===== config.mk =====
export PLATFORM = sky130hd
export DESIGN_NAME = seg7_scan_driver
export DESIGN_NICKNAME = d
export VERILOG_FILES = /design/src/rtl/seg7_pkg.sv /design/src/rtl/seg7_hex_decode.sv /design/src/rtl/seg7_scan_driver.sv
export SDC_FILE = /design/constraint.sdc
export NUM_CORES = 1
export LEC_CHECK = 0
export CAP_MARGIN = 10
export CELL_PAD_IN_SITES_DETAIL_PLACEMENT = 1
export CELL_PAD_IN_SITES_GLOBAL_PLACEMENT = 2
export CORE_MARGIN = 3
export CORE_UTILIZATION = 33
export DETAILED_ROUTE_END_ITERATION = 12
export PLACE_DENSITY_LB_ADDON = 0.2
export REMOVE_ABC_BUFFERS = 1
export SETUP_SLACK_MARGIN = 0.1
export SLEW_MARGIN = 15
export SYNTH_ARGS = -nofsm -noshare
export SYNTH_HDL_FRONTEND = slang
export SYNTH_SLANG_ARGS = --single-unit

===== constraint.sdc =====
create_clock -name clk -period 2.4 [get_ports clk]
set_input_delay 0.48 -clock clk [delete_from_list [all_inputs] [get_ports clk]]
set_output_delay 0.48 -clock clk [all_outputs]
set_load 0.005 [all_outputs]

===== src/rtl/seg7_pkg.sv =====
// Shared seven-segment definitions: segment patterns (a..g, active low) and helpers.
package seg7_pkg;

  typedef logic [0:6] seg_t;

  localparam seg_t SEG_BLANK = 7'b1111111;

  // Indexed by nibble; bit 0 is segment a.
  localparam seg_t SEG_PATTERNS [16] = '{
    7'b0000001, 7'b1001111, 7'b0010010, 7'b0000110,
    7'b1001100, 7'b0100100, 7'b0100000, 7'b0001111,
    7'b0000000, 7'b0000100, 7'b0001000, 7'b1100000,
    7'b0110001, 7'b1000010, 7'b0110000, 7'b0111000
  };

  function automatic int unsigned idx_width(input int unsigned n);
    return (n > 1) ? $clog2(n) : 1;
  endfunction

endpackage


===== src/rtl/seg7_hex_decode.sv =====
// Combinational hex-to-seven-segment decoder with forced blanking.
module seg7_hex_decode
  import seg7_pkg::*;
(
  input  logic [3:0] nibble,
  input  logic       blank,
  output seg_t       seg_c
);

  always_comb begin
    seg_c = SEG_PATTERNS[nibble];
    if (blank) seg_c = SEG_BLANK;
  end

endmodule


===== src/rtl/seg7_scan_driver.sv =====
// Multiplexed NUM_DIGITS seven-segment scanner with leading-zero blanking and inter-digit gap.
// Optional decimal points compiled in with SEG7_DP_EN.
module seg7_scan_driver
  import seg7_pkg::*;
#(
  parameter int unsigned NUM_DIGITS  = 4,
  parameter int unsigned REFRESH_DIV = 100000,
  localparam int unsigned IDX_W      = idx_width(NUM_DIGITS)
) (
  input  logic                    clk,
  input  logic                    rst,
  input  logic [4*NUM_DIGITS-1:0] value,
  input  logic                    load,
  input  logic                    lz_blank,
  output logic [0:6]              leds,
  output logic [NUM_DIGITS-1:0]   adrive,
  output logic [IDX_W-1:0]        digit_idx
`ifdef SEG7_DP_EN
  ,
  input  logic [NUM_DIGITS-1:0]   dp,
  output logic                    dp_n
`endif
);

  localparam int unsigned CNT_W = (REFRESH_DIV > 1) ? $clog2(REFRESH_DIV) : 1;
  localparam int unsigned VAL_W = 4 * NUM_DIGITS;

  logic [CNT_W-1:0]      cnt;
  logic [CNT_W-1:0]      cnt_nxt;
  logic                  tc;
  logic [IDX_W-1:0]      idx_nxt;
  logic [VAL_W-1:0]      shadow;
  logic [NUM_DIGITS-1:0] zero_above;
  logic [NUM_DIGITS-1:0] adrive_nxt;
  logic [3:0]            nibble;
  logic                  blank;
  seg_t                  seg_c;

  // Prescaler, digit stepping and anode selection (count 0 is the gap cycle).
  always_comb begin
    tc         = (cnt == CNT_W'(REFRESH_DIV - 1));
    cnt_nxt    = tc ? '0 : cnt + CNT_W'(1);
    idx_nxt    = digit_idx;
    adrive_nxt = '1;
    if (tc) begin
      idx_nxt = (digit_idx == IDX_W'(NUM_DIGITS - 1)) ? '0 : digit_idx + IDX_W'(1);
    end
    if (cnt != '0) adrive_nxt[digit_idx] = 1'b0;
  end

  // zero_above[k]: nibble k and every higher nibble are zero.
  always_comb begin
    zero_above = '0;
    zero_above[NUM_DIGITS-1] = (shadow[VAL_W-1 -: 4] == 4'h0);
    for (int k = int'(NUM_DIGITS) - 2; k >= 0; k--) begin
      zero_above[k] = zero_above[k+1] && (shadow[4*k +: 4] == 4'h0);
    end
  end

  always_comb begin
    nibble = shadow[4*int'(digit_idx) +: 4];
    blank  = lz_blank && (digit_idx != '0) && zero_above[digit_idx];
  end

  seg7_hex_decode u_decode (
    .nibble (nibble),
    .blank  (blank),
    .seg_c  (seg_c)
  );

  always_ff @(posedge clk) begin
    if (rst) begin
      cnt       <= '0;
      digit_idx <= '0;
      shadow    <= '0;
      leds      <= SEG_BLANK;
      adrive    <= '1;
    end else begin
      cnt       <= cnt_nxt;
      digit_idx <= idx_nxt;
      leds      <= seg_c;
      adrive    <= adrive_nxt;
      if (load) shadow <= value;
    end
  end

`ifdef SEG7_DP_EN
  logic [NUM_DIGITS-1:0] dp_shadow;
  logic                  dp_n_nxt;

  // Decimal point ignores leading-zero blanking but honours the gap cycle.
  always_comb begin
    dp_n_nxt = 1'b1;
    if (cnt != '0) dp_n_nxt = ~dp_shadow[digit_idx];
  end

  always_ff @(posedge clk) begin
    if (rst) begin
      dp_shadow <= '0;
      dp_n      <= 1'b1;
    end else begin
      dp_n <= dp_n_nxt;
      if (load) dp_shadow <= dp;
    end
  end
`endif

endmodule

Word-level counts from Yosys, hierarchy flattened

Memories as Yosys holds them, arrays and structs flattened. A register that Yosys moved wholly into a read port is not among the register bits.
Cells that the tools add are included.

Register bits: 39
Memory bits (read-only): 112
Input bits: 20
Output and inout port bits: 13
Word-level logic and storage cells: 35
Memories kept: 1

Add/sub/neg operators: 2
$lt $le $gt $ge: 2
Equal/unequal tests: 2
Shift operators: 1
Multiplexer cells: 5
Bitwise operators: 3
Reduce and logical (&&, ||, !) cells: 15

Memory list:

| memory          | words | width | rd ports | clocked after memory_dff | write ports | line                  | text |
|---|---|---|---|---|---|---|---|
| (no name shown) | 16    | 7     | 1        | 1                        | 0           | seg7_hex_decode.sv:11 | `seg_c = SEG_PATTERNS[nibble];` |

Operators with widths:

| kind                                                                                 | count |
|---|---|
| 17-bit by 1-bit adder with 17-bit output (second input constant)                     | 1 |
| 17-bit equality test (second input constant)                                         | 1 |
| 17-bit nonzero test                                                                  | 1 |
| 4-bit zero test                                                                      | 4 |
| 16-bit by 5-bit indexed part select with 4-bit output                                | 1 |
| 1-bit logical AND                                                                    | 6 |
| 2-bit OR reduction                                                                   | 3 |
| 4-bit inverter with 5-bit output                                                     | 1 |
| 4-bit inverter                                                                       | 1 |
| 2-bit by 3-bit < comparator with 1-bit output (second input constant)                | 1 |
| 2-bit by 1-bit adder with 2-bit output (second input constant)                       | 1 |
| 1-bit binary-select mux with 2-bit select                                            | 1 |
| 1-bit demux with 2-bit select                                                        | 1 |
| 2-bit equality test (second input constant)                                          | 1 |
| 2-bit by 1-bit greater-or-equal comparator with 1-bit output (second input constant) | 1 |
| 1-bit two-way mux                                                                    | 2 |
| 2-bit two-way mux                                                                    | 1 |
| 2-bit nonzero test                                                                   | 1 |
| 1-bit inverter                                                                       | 1 |

Longest topological paths before layout

Gate-level depths: netlist (run 1).

Word-level depth: 8
Gate-level depth with buffers: 7
Depth with buffers taken out: 6

Hierarchy

Synthesis (run 1) repeated with hierarchy kept, for this count alone.

Cell total of the unflattened synthesis: 229
Area total of the unflattened synthesis: 2287.2 um2

Modules (own cells, without submodules):

| module           | instances | cells an instance | area an instance (um2) | sequential area each (um2) |
|---|---|---|---|---|
| seg7_scan_driver | 1         | 194               | 1988.2                 | 920.9 |
| seg7_hex_decode  | 1         | 35                | 299.0                  | 0.0 |

Worst setup path before layout (run 1)

Ideal clock, no wire load.

Kind: register to register
Start point: register digit_idx[0]
End point: register leds[0] (netlist name)
Setup time: 0.087 ns
Arrival: 2.018 ns
Required time: 2.313 ns
Setup slack: 0.295 ns
Stages on the path, launching flop included: 8
Path buffers: 1
Clock period less this slack: 2.105 ns
Path through: dfxtp_1 buf_2 mux4_2 inv_1 ha_1 nor2_1 a22o_1 o31ai_1

Cells in the longest elaborated chain, start to end: 4
Elaborated cells on any way between the ends: 8
Classes of those cells: 1 x shift; 2 x mux; 1 x bitwise; 4 x reduce/logical

RTL lines:

| item                                                                                          | line                   | text |
|---|---|---|
| start: declaration                                                                            | seg7_scan_driver.sv:17 | `output logic [IDX_W-1:0] digit_idx` |
| start signal: assignment                                                                      | seg7_scan_driver.sv:80 | `digit_idx <= idx_nxt;` |
| branches (longest 4 deep; another with 16-bit by 5-bit indexed part select with 4-bit output) | --                     |  |
| end: declaration                                                                              | seg7_scan_driver.sv:15 | `output logic [0:6] leds,` |

Parallel ways; which one is timed is not known. The select of a mux whose other input is x is not followed.
A chain may end at the register's enable or synchronous reset.

Worst setup path after layout (run 1)

Start point: register digit_idx[1]
End point: register leds[0] (netlist name)

Same word-level chain as after synthesis.

==> summary.md, run 1 <==
| Metric | Value |
|---|---|
| Status | finished clean |
| Critical-path cell list | mux4_2 > inv_1 > ha_1 > nor2_1 > a22o_1 > o31ai_1 |
| Final WL | 5390 um |
| Area contributors post-synth | dfxtp_1 41%, mux2i_1 8.9%, ha_1 6.7% |
| H-tree levels | 2 |
| Sequential area share after synthesis | 0.408 |
| Cts hold-fix bufs | 0 |
| Critical path depth | 6 |
| Ys flop type | dfxtp_1 |
| R2r setup slk | roughly 270 ps |
| Leak | 1.06 nW |
| Die Width | 88.7 um |
| Max incr delay on CP | 610 ps |
| Largest area contributor in the netlist | dfxtp_1 |
| Post-route cell area | 2740 um^2 |
| Worst vdd ir | 0.228 mV |
| Total power | 1.46 mW |
| Yosys cell types | 44 |
| RSZ-0062 raised after global routing | no |
| Most frequent cells in the layout | 46 x dfxtp_1, 32 x nor2_1, 32 x clkdlybuf4s50_1, 20 x mux2i_1 |
| Die H | roughly 89 um |
| Depth of the most critical reg-to-reg path | 6 |
| R2r endpoint | leds[0] |
| Critical path class | reg2reg |
| Slew headroom | 0.553 |
| CTS clk-pin slew, worst paths | approximately 80 ps |
| Hold Crit Class | reg2reg |
| Mapped cell area | 2260 um^2 |
| Mapped Cells | 237 |
| Post-cts gate resize count | 0 |
| Antenna Violating Nets Remaining | 0 |
| CORE AREA | 6490 um^2 |
| Post-layout min period | 2130 ps |
| Crit end category | register |
| Synthesis-stage register bit count | 46 |
| Global route overflow | 0 |
| IO Port Bufs | 32 |
| CTS max path bufs | 2 |
| Cell row count | 29 |
| Share of the synthesized area in the top cell type | 0.408 |
| Setup Viol. Count Final | 0 |
| Initial Util | 0.347 |
| Final Skew | between 3 and 4 ps |
| Antenna violations before repair | 0 |
| Family with the most delay on the worst path | flip-flops |
| Post-route DRC | 0 |
| Clk sinks | 46 |
| Postcts setup bufs | 0 |
| Asr flop ratio synth | 0 |
| DRT iter0 DRCs | 36 |
| Critical-path top delay cell | dfxtp_1 |
| Pwr/cell area | 534 nW/um^2 |
| Die area | 7860 um^2 |
| Final Hold Fails | 0 |
| Drt pass-1 iters | 4 |
| Placer congestion estimate | around 0.77 |
| Share of cells above drive strength 1 | 0.0963 |
| Achievable clock frequency | around 470 MHz |
| Setup TNS Final | 0 ps |
| Number of diodes | 0 |
| Via/cell ratio | 5.21 |
| CTS tree | yes |
| Number of global-route vias before repair | 1782 |
| Synth Warn # | 0 |
| Worst-Skew Late Latency | about 300 ps |
| Slew at the pin closest to its max-slew limit | 667 ps |
| Commonest non-fill, non-tap cell in the layout | dfxtp_1 |
| Register area | 921 um^2 |
| DP HPWL | 4040 um |
| Largest net degree at the start of global routing | 18 |
| Area growth syn-to-layout | 21.5% |
| # IOs | 33 |
| Placed Area | 2660 um^2 |
| Critical Path AT | 2340 ps |
| Post-synth EDFFs | 0 |
| # nets final | 302 |
| Fin crit share | 0.887 |
| First-pass GRT wire length | 8960 um |
| GRT Total Usage | 0.146 |
| Via count | 1808 |
| Req. time, crit path | 2610 ps |
| CTS Buf Count | 5 |
| Root Buffer | clkbuf_8 |
| Multi-input gate area | 1250 um^2 |
| Slew Viols, Final | 0 |
| Crit. Startpoint | digit_idx[1] |
| Routed len/inst | 15.5 um |
| Synth Area per Inst | 9.52 um^2 |
| FILL cells | approximately 760 |
| Bufs and invs on worst path | 1 |
| CP Capture Point | leds[0] |
| Launch point of the worst reg-to-reg path | digit_idx[1] |
| CP max FO | 11 |
| Critical Path Start Type | register |
| # Max-Cap Violations | 0 |
==> area by class of cell <==
cell class	instances	area share
clock buffer	5	0.0251
clock inverter	2	0.00365
inverter	9	0.0123
multi-input combinational	171	0.457
sequential	46	0.336
tap	77	0.0351
timing repair buffer	37	0.131
==> worst min path at each step <==
stage           start     end  slack, ps  depth (start not counted)
3_3_place_gp   cnt[0]  cnt[0]        440                          1
4_1_cts        cnt[0]  cnt[0]        470                          1
2_1_floorplan  cnt[0]  cnt[0]        430                          1
5_1_grt        cnt[0]  cnt[0]        520                          1
3_5_place_dp   cnt[0]  cnt[0]        450                          1
6_report       cnt[0]  cnt[0]        460                          1
==> logic make-up after synthesis <==
group / count (synthesis) / share of synthesized area
flip-flops: 46 / 0.408
XOR/XNOR: 12 / 0.0466
AO/OA/AOI/OAI: 32 / 0.0937
AND/OR/NAND/NOR: 87 / 0.205
adder cells (fa/ha/maj): 12 / 0.0666
buffers and inverters: 20 / 0.0360
multiplexers: 28 / 0.144
==> stage by stage <==
stage,cells,worst slack (ps),util,hold slack (ps)
4_1_cts,347,263,0.422,466
6_report,347,270,0.422,461
5_1_grt,347,132,0.422,516
3_3_place_gp,340,260,0.410,442
3_5_place_dp,340,262,0.410,445
2_1_floorplan,226,267,-,425
==> power by group <==
part,internal (mW),switching [mW]
Combinational,0.107,0.0845
Clock,0.196,0.259
Sequential,0.796,0.0219
==> worst register-to-register path: stages, from the launching register on <==
cell and delay, ps:
dfxtp_1 610, mux4_2 480, inv_1 140, ha_1 280, nor2_1 60, a22o_1 250, o31ai_1 230
==> metal layers <==
metal	track usage	part of all wire	vias to the layer above
met5	0	0	-
met4	0.0522	0.014	0
met3	0.0289	0.024	7
met2	0.246	0.50	22
met1	0.185	0.46	873
li1	-	-	906
==> flip-flops by register name (all words and copies together), names as in the netlist <==
name       count
digit_idx      2
adrive         4
cnt           17
shadow        16
leds           7
==> cells in the mapped netlist (all sizes together) (3+ instances only) <==
cell    number
a21oi        9
and3         4
buf          5
clkbuf       6
dfxtp       46
ha          12
inv          8
mux2         5
mux2i       20
mux4         3
nand2       12
nand3        7
nand3b       3
nand4        6
nor2        32
nor3         3
o21ai        7
o31ai        3
or3          5
or4          5
xor2        11
Power figures use the tool's default switching activity.
==> inputs of run 2 (changes only) <==
Settings changed: CAP_MARGIN 10 to 20, CELL_PAD_IN_SITES_DETAIL_PLACEMENT 1 to 0, CELL_PAD_IN_SITES_GLOBAL_PLACEMENT 2 to 1, CORE_UTILIZATION 33 to 41.
==> run 2 against run 1 <==
- total power rose by 8.8%
- combinational power hardly changed
- sequential power about the same
- routed wire length down 13%
- via count is 0.66% lower
- non-clock buffer count is 1 higher
- first-iteration DRC count grew to 2.8 times the previous value
- largest power group unchanged
- final area is 1.2% higher
- die area down 18%
- clock power increased by 29%
- register-to-register slack gained 100 ps
- flip-flop and latch count did not move
==> summary.md, run 2 (synthesis results as in run 1) <==
| Metric | Value |
|---|---|
| Final Hold Fails | 0 (unchanged) |
| Slew Viols, Final | 0 (unchanged) |
| Pre-CTS WS | 241 ps (-21.3 ps) |
| IO Port Bufs | 32 (unchanged) |
| Crit end category | register |
| Cts hold-fix bufs | 0 (unchanged) |
| DRT iter0 DRCs | 99 (+180%) |
| Pwr/cell area | 574 nW/um^2 (+7.5%) |
| Placer congestion estimate | 0.784 (+2.1%) |
| Min Hold Slack | 477 ps (+16.0 ps) |
| CTS clk-pin slew, worst paths | 80 ps (about the same) |
| Commonest non-fill, non-tap cell in the layout | dfxtp_1 |
| Post-route DRC | 0 (unchanged) |
| Final WS setup | 372 ps (+102 ps) |
| Number of global-route vias before repair | 1615 (-9.4%) |
| # nets final | 303 (+0.33%) |
| Critical Path Start Type | register |
| Via count | 1796 (-0.66%) |
| Largest net degree at the start of global routing | 18 (unchanged) |
| Slew at the pin closest to its max-slew limit | 680 ps (+12.7 ps) |
| Crit. Startpoint | digit_idx[0] |
| Max FFs per register | 17 (unchanged) |
| Routed len/inst | 13.7 um (-12%) |
| Area growth syn-to-layout | 23.0% |
| Number of diodes | 0 (unchanged) |
| Hold Crit Class | reg2reg |
| CTS max path bufs | 2 (unchanged) |
| Largest register by flop count | cnt |
| Die area | 6430 um^2 (-18%) |
| FILL cells | 509 (-33%) |
| Critical-path cell list | mux4_2 > inv_1 > ha_1 > nor2_1 > a22o_1 > o31ai_1 |
| Initial Util | 0.433 (+0.0861) |
| R2r endpoint | leds[0] |
| Die H | 80.2 um (-9.6%) |
| Achievable clock frequency | 493 MHz (+5.0%) |
| Clk sinks | 46 (unchanged) |
| Internal power | 1.24 mW (+12%) |
| Bufs and invs on worst path | 1 (unchanged) |
| Die Width | 80.2 um (-9.6%) |
| Slew headroom | 0.545 (-0.00849) |
| Depth of the most critical reg-to-reg path | 6 (unchanged) |
| Drt pass-1 iters | 4 (unchanged) |
| GRT Total Usage | 0.154 (+0.00782) |
| Setup Viol. Count Final | 0 (unchanged) |
| Post-layout min period | 2030 ps (-102 ps) |
| Sw power | 0.358 mW (-2.1%) |
| Family with the most delay on the worst path | multiplexers |
| CP Capture Point | leds[0] |
| Fin crit share | 0.845 (-0.0424) |
| Cell row count | 26 (-10%) |
| Worst vdd ir | 0.285 mV (+25%) |
| Setup TNS Final | 0 ps (unchanged) |
| First-pass GRT wire length | 7760 um (-13%) |
| Antenna violations before repair | 0 (unchanged) |
| CP max FO | 8 (-3) |
| Switching share of total power | 0.225 (-0.0250) |
| Global route overflow | 0 (unchanged) |
| Critical-path top delay cell | mux4_2 |
| Total power | 1.59 mW (+8.8%) |
| Critical path depth | 6 (unchanged) |
| Via/cell ratio | 5.27 (+1.1%) |
| Biggest regs | cnt: 17 flops, shadow: 16 flops, leds: 7 flops |
| Critical Path AT | 2240 ps (-100 ps) |
| # Max-Cap Violations | 0 (unchanged) |
| CTS Buf Count | 5 (unchanged) |
| Clock power share | 0.368 (+0.057) |
| Max incr delay on CP | 610 ps (about the same) |
| DP HPWL | 3540 um (-12%) |
| Launch point of the worst reg-to-reg path | digit_idx[0] |
| Critical path class | reg2reg |
| Sequential Power Share | 0.513 (-0.045) |
| Combinational share of power | 0.119 (-0.012) |
| # IOs | 33 (unchanged) |
| H-tree levels | 2 (unchanged) |
| CTS tree | yes |
| Status | finished clean |
| Req. time, crit path | 2610 ps (about the same) |
| Share of cells above drive strength 1 | 0.103 (+0.00702) |
| Worst-Skew Late Latency | 290 ps (about the same) |
| CORE AREA | 5200 um^2 (-20%) |
| Final WL | 4670 um (-13%) |
| Most frequent cells in the layout | 45 x dfxtp_1, 32 x nor2_1, 32 x clkdlybuf4s50_1, 20 x mux2i_1 |
| Leak | 1.08 nW (+1.8%) |
| RSZ-0062 raised after global routing | no |
| Root Buffer | clkbuf_8 |
| Final Skew | 5.53 ps (+2.27 ps) |
| Antenna Violating Nets Remaining | 0 (unchanged) |
| R2r setup slk | 370 ps (+100 ps) |
-- run 2: changes by cell type in the layout (fill, tap and decap cells not counted), sizes merged --
cell    before  now
clkinv       3    1
clkbuf       5    6
buf          5    6
bufinv       0    1
-- run 2: final cells by class --
class | instances | area, um^2 | area share
Clock buffer | 6 | 82.6 | 0.0298
Multi-Input combinational cell | 171 | 1250 | 0.452
Sequential cell | 46 | 922 | 0.332
Clock inverter | 1 | 30.0 | 0.0108
Inverter | 9 | 33.8 | 0.0122
Tap cell | 70 | 87.6 | 0.0316
Timing Repair Buffer | 38 | 365 | 0.132
-- run 2: worst reg2reg max path, cell delays in order (launching register included) --
cell and delay [ps]:
dfxtp_2 440, mux4_2 610, inv_1 130, ha_1 250, nor2_1 60, a22o_1 230
o31ai_1 220
-- run 2: what timing repair did --
item / CTS / global route
setup endpoints to repair: 0 / 1
resized for setup: 0 / 1
setup buffers: 0 / 0
endpoints found under the hold margin: 0 / 0
-- run 2: metrics by stage --
stage               instances  area [um^2]  utilization
CTS                       341         2770        0.533
global placement          334         2660        0.511
floorplan                 226         2210            -
finish                    341         2780        0.533
detailed placement        334         2660        0.511
global route              341         2780        0.533
-- run 2: power by group through the flow --
| stage | Sequential [mW] | Combinational, mW | Clock [mW] |
|---|---|---|---|
| after floorplan | 0.830 | 0.0964 | 0 |
| after global placement | 0.835 | 0.190 | 0 |
| after detailed placement | 0.835 | 0.190 | 0 |
| after CTS | 0.817 | 0.191 | 0.600 |
| after global routing | 0.821 | 0.210 | 0.631 |
| final | 0.817 | 0.190 | 0.587 |
-- run 2: worst min-delay path by stage --
stage	start	to	slack, ps	depth (start not counted)
finish	cnt[0]	cnt[0]	480	1
global placement	cnt[0]	cnt[0]	440	1
global route	cnt[0]	cnt[0]	500	1
CTS	cnt[0]	cnt[0]	480	1
detailed placement	cnt[0]	cnt[0]	450	1
floorplan	cnt[0]	cnt[0]	430	1
-- run 2: per-layer routing --
layer	wire length, um	global-route usage
met1	2540	0.223
met2	1880	0.223
met3	185	0.0325
met4	65	0.0557
met5	0	0
==> inputs of run 3 (changes only) <==
Clock period 2.4 ns to 1.92 ns, I/O delays scaled along.
==> run 3 against run 2 <==
- non-clock buffer count grew 18
- register-to-register slack got worse by 240 ps
- hold slack lost 12 ps
- routed wire length up 4.3%
- via count up 5.0%
- fmax increased by 14%
- final cell count up 5.6%
==> summary.md, run 3 (synthesis results as in run 1) <==
| Metric | Value |
|---|---|
| # Max-Cap Violations | 0 (unchanged) |
| Number of diodes | 0 (unchanged) |
| Placer congestion estimate | 0.827 (+5.5%) |
| Worst-Skew Late Latency | 300 ps (about the same) |
| Max FFs per register | 17 (unchanged) |
| Placed Area | 2780 um^2 (+4.4%) |
| Hold Crit Class | reg2reg |
| Number of global-route vias before repair | 1736 (+7.5%) |
| Share of cells above drive strength 1 | 0.203 (+0.100) |
| Met3 global-route usage | 0.0303 (-0.00224) |
| Clk sinks | 46 (unchanged) |
| Min Hold Slack | 465 ps (-12.0 ps) |
| Area growth syn-to-layout | 31.3% |
| H-tree levels | 2 (unchanged) |
| RSZ-0062 raised after global routing | yes |
| Critical path class | reg2reg |
| Post-layout min period | 1790 ps (-241 ps) |
| Drt pass-1 iters | 4 (unchanged) |
| Biggest regs | cnt: 17 flops, shadow: 16 flops, leds: 7 flops |
| # IOs | 33 (unchanged) |
| CORE AREA | 5200 um^2 (unchanged) |
| DRT iter0 DRCs | 93 (-6.1%) |
| Crit end category | register |
| CTS tree | yes |
| Via count | 1885 (+5.0%) |
| First-pass GRT wire length | 8230 um (+6.0%) |
| Post-route cell area | 2960 um^2 (+6.7%) |
| DP HPWL | 3590 um (+1.6%) |
| Slew headroom | 0.737 (+0.192) |
| Slew at the pin closest to its max-slew limit | 393 ps (-287 ps) |
| Leak | 1.17 nW (+7.9%) |
| Final WL | 4870 um (+4.3%) |
| Antenna Violating Nets Remaining | 0 (unchanged) |
| Die H | 80.2 um (unchanged) |
| Via/cell ratio | 5.24 (-0.58%) |
| CP max FO | 5 (-3) |
| Commonest non-fill, non-tap cell in the layout | dfxtp_1 |
| Antenna violations before repair | 0 (unchanged) |
| Status | finished clean |
| Final Skew | 11.4 ps (+5.86 ps) |
| Pwr/cell area | 643 nW/um^2 (+12%) |
| Root Buffer | clkbuf_8 |
| Largest net degree at the start of global routing | 17 (-1) |
| Depth of the most critical reg-to-reg path | 6 (unchanged) |
| Worst vdd ir | 0.427 mV (+50%) |
| CTS Buf Count | 5 (unchanged) |
| # nets final | 321 (+5.9%) |
| GRT Total Usage | 0.163 (+0.00889) |
| GRT busiest layer | met1 |
| IO Port Bufs | 32 (unchanged) |
| Routed len/inst | 13.5 um (-1.2%) |
| Cell row count | 26 (unchanged) |
| Slew Viols, Final | 0 (unchanged) |
| Final Hold Fails | 0 (unchanged) |
| Critical Path AT | 1970 ps (-270 ps) |
| Setup Viol. Count Final | 0 (unchanged) |
| Met1 usage | 0.243 (+0.0194) |
| CTS max path bufs | 2 (unchanged) |
| CTS clk-pin slew, worst paths | 100 ps (+20 ps) |
| Die area | 6430 um^2 (unchanged) |
| Die Width | 80.2 um (unchanged) |
| Largest register by flop count | cnt |
| Most frequent cells in the layout | 44 x dfxtp_1, 32 x clkdlybuf4s50_1, 31 x nor2_1, 21 x buf_4, 20 x mux2i_1 |
| Req. time, crit path | 2100 ps (-510 ps) |
| Hold path depth | 1 (unchanged) |
| Initial Util | 0.433 (unchanged) |
| Cts hold-fix bufs | 0 (unchanged) |
| FILL cells | 486 (-4.5%) |
| Fin crit share | 0.931 (+0.0856) |
| Met2 Usage GRT | 0.230 (+0.00745) |
| Global route overflow | 0 (unchanged) |
| Post-route DRC | 0 (unchanged) |
| Achievable clock frequency | 560 MHz (+14%) |
| Critical Path Start Type | register |
## run 3: cell types whose count changed in the layout (fill, tap and decap cells not counted), sizes merged
cell,change
buf,+18
bufinv,-1
clkinv,+1
clkbuf,-1
clkinvlp,+1
inv,+1
## run 3: metal layers
layer,up-vias,share of wire
met5,-,0
met4,0,0.012
met3,5,0.038
met2,39,0.44
met1,895,0.51
li1,946,-
## run 3: worst max-delay path: stages (launching register included)
cell and delay [ps]:
dfxtp_4 380, mux4_2 560, buf_6 160, ha_4 170
mux2_4 260, nand2_2 60, o311ai_1 80
## run 3: cell type report
cell class	instances	area, um^2	area share
Clock buffer	5	68.8	0.0232
Timing Repair Buffer	56	520	0.176
Clock inverter	3	25.0	0.00845
Inverter	9	36.3	0.0123
Tap cell	70	87.6	0.0296
Multi-Input combinational cell	171	1300	0.438
Sequential cell	46	926	0.313
## run 3: power by group
part / leakage, nW / internal [mW] / switching [mW] / total, mW
sequential: 0.379 / 0.993 / 0.0277 / 1.02
combinational: 0.743 / 0.160 / 0.114 / 0.274
clock: 0.0447 / 0.263 / 0.345 / 0.608
total: 1.17 / 1.42 / 0.487 / 1.90
## run 3: final timing paths
path	slack, ps	start	to
min reg2reg	470	cnt[0]	cnt[0]
max reg2reg	130	digit_idx[0]	leds[4]
max	130	digit_idx[0]	leds[4]
min	470	cnt[0]	cnt[0]
## run 3: repair_timing
item,CTS,global route
resized for setup,7,12
setup endpoints to repair,7,10
cloned,0,0
buffers inserted,2,2
pin swaps,0,5
## run 3: metrics by stage
stage | setup slack (ps) | util | instances | power (mW) | TNS [ps]
final | 133 | 0.569 | 360 | 1.90 | 0
after global routing | 43.3 | 0.569 | 360 | 2.00 | 0
after CTS | 101 | 0.560 | 358 | 1.92 | 0
after detailed placement | -58.6 | 0.534 | 348 | 1.30 | -58.6
after global placement | 82.4 | 0.534 | 348 | 1.30 | 0
after floorplan | -213 | - | 226 | 1.16 | -668
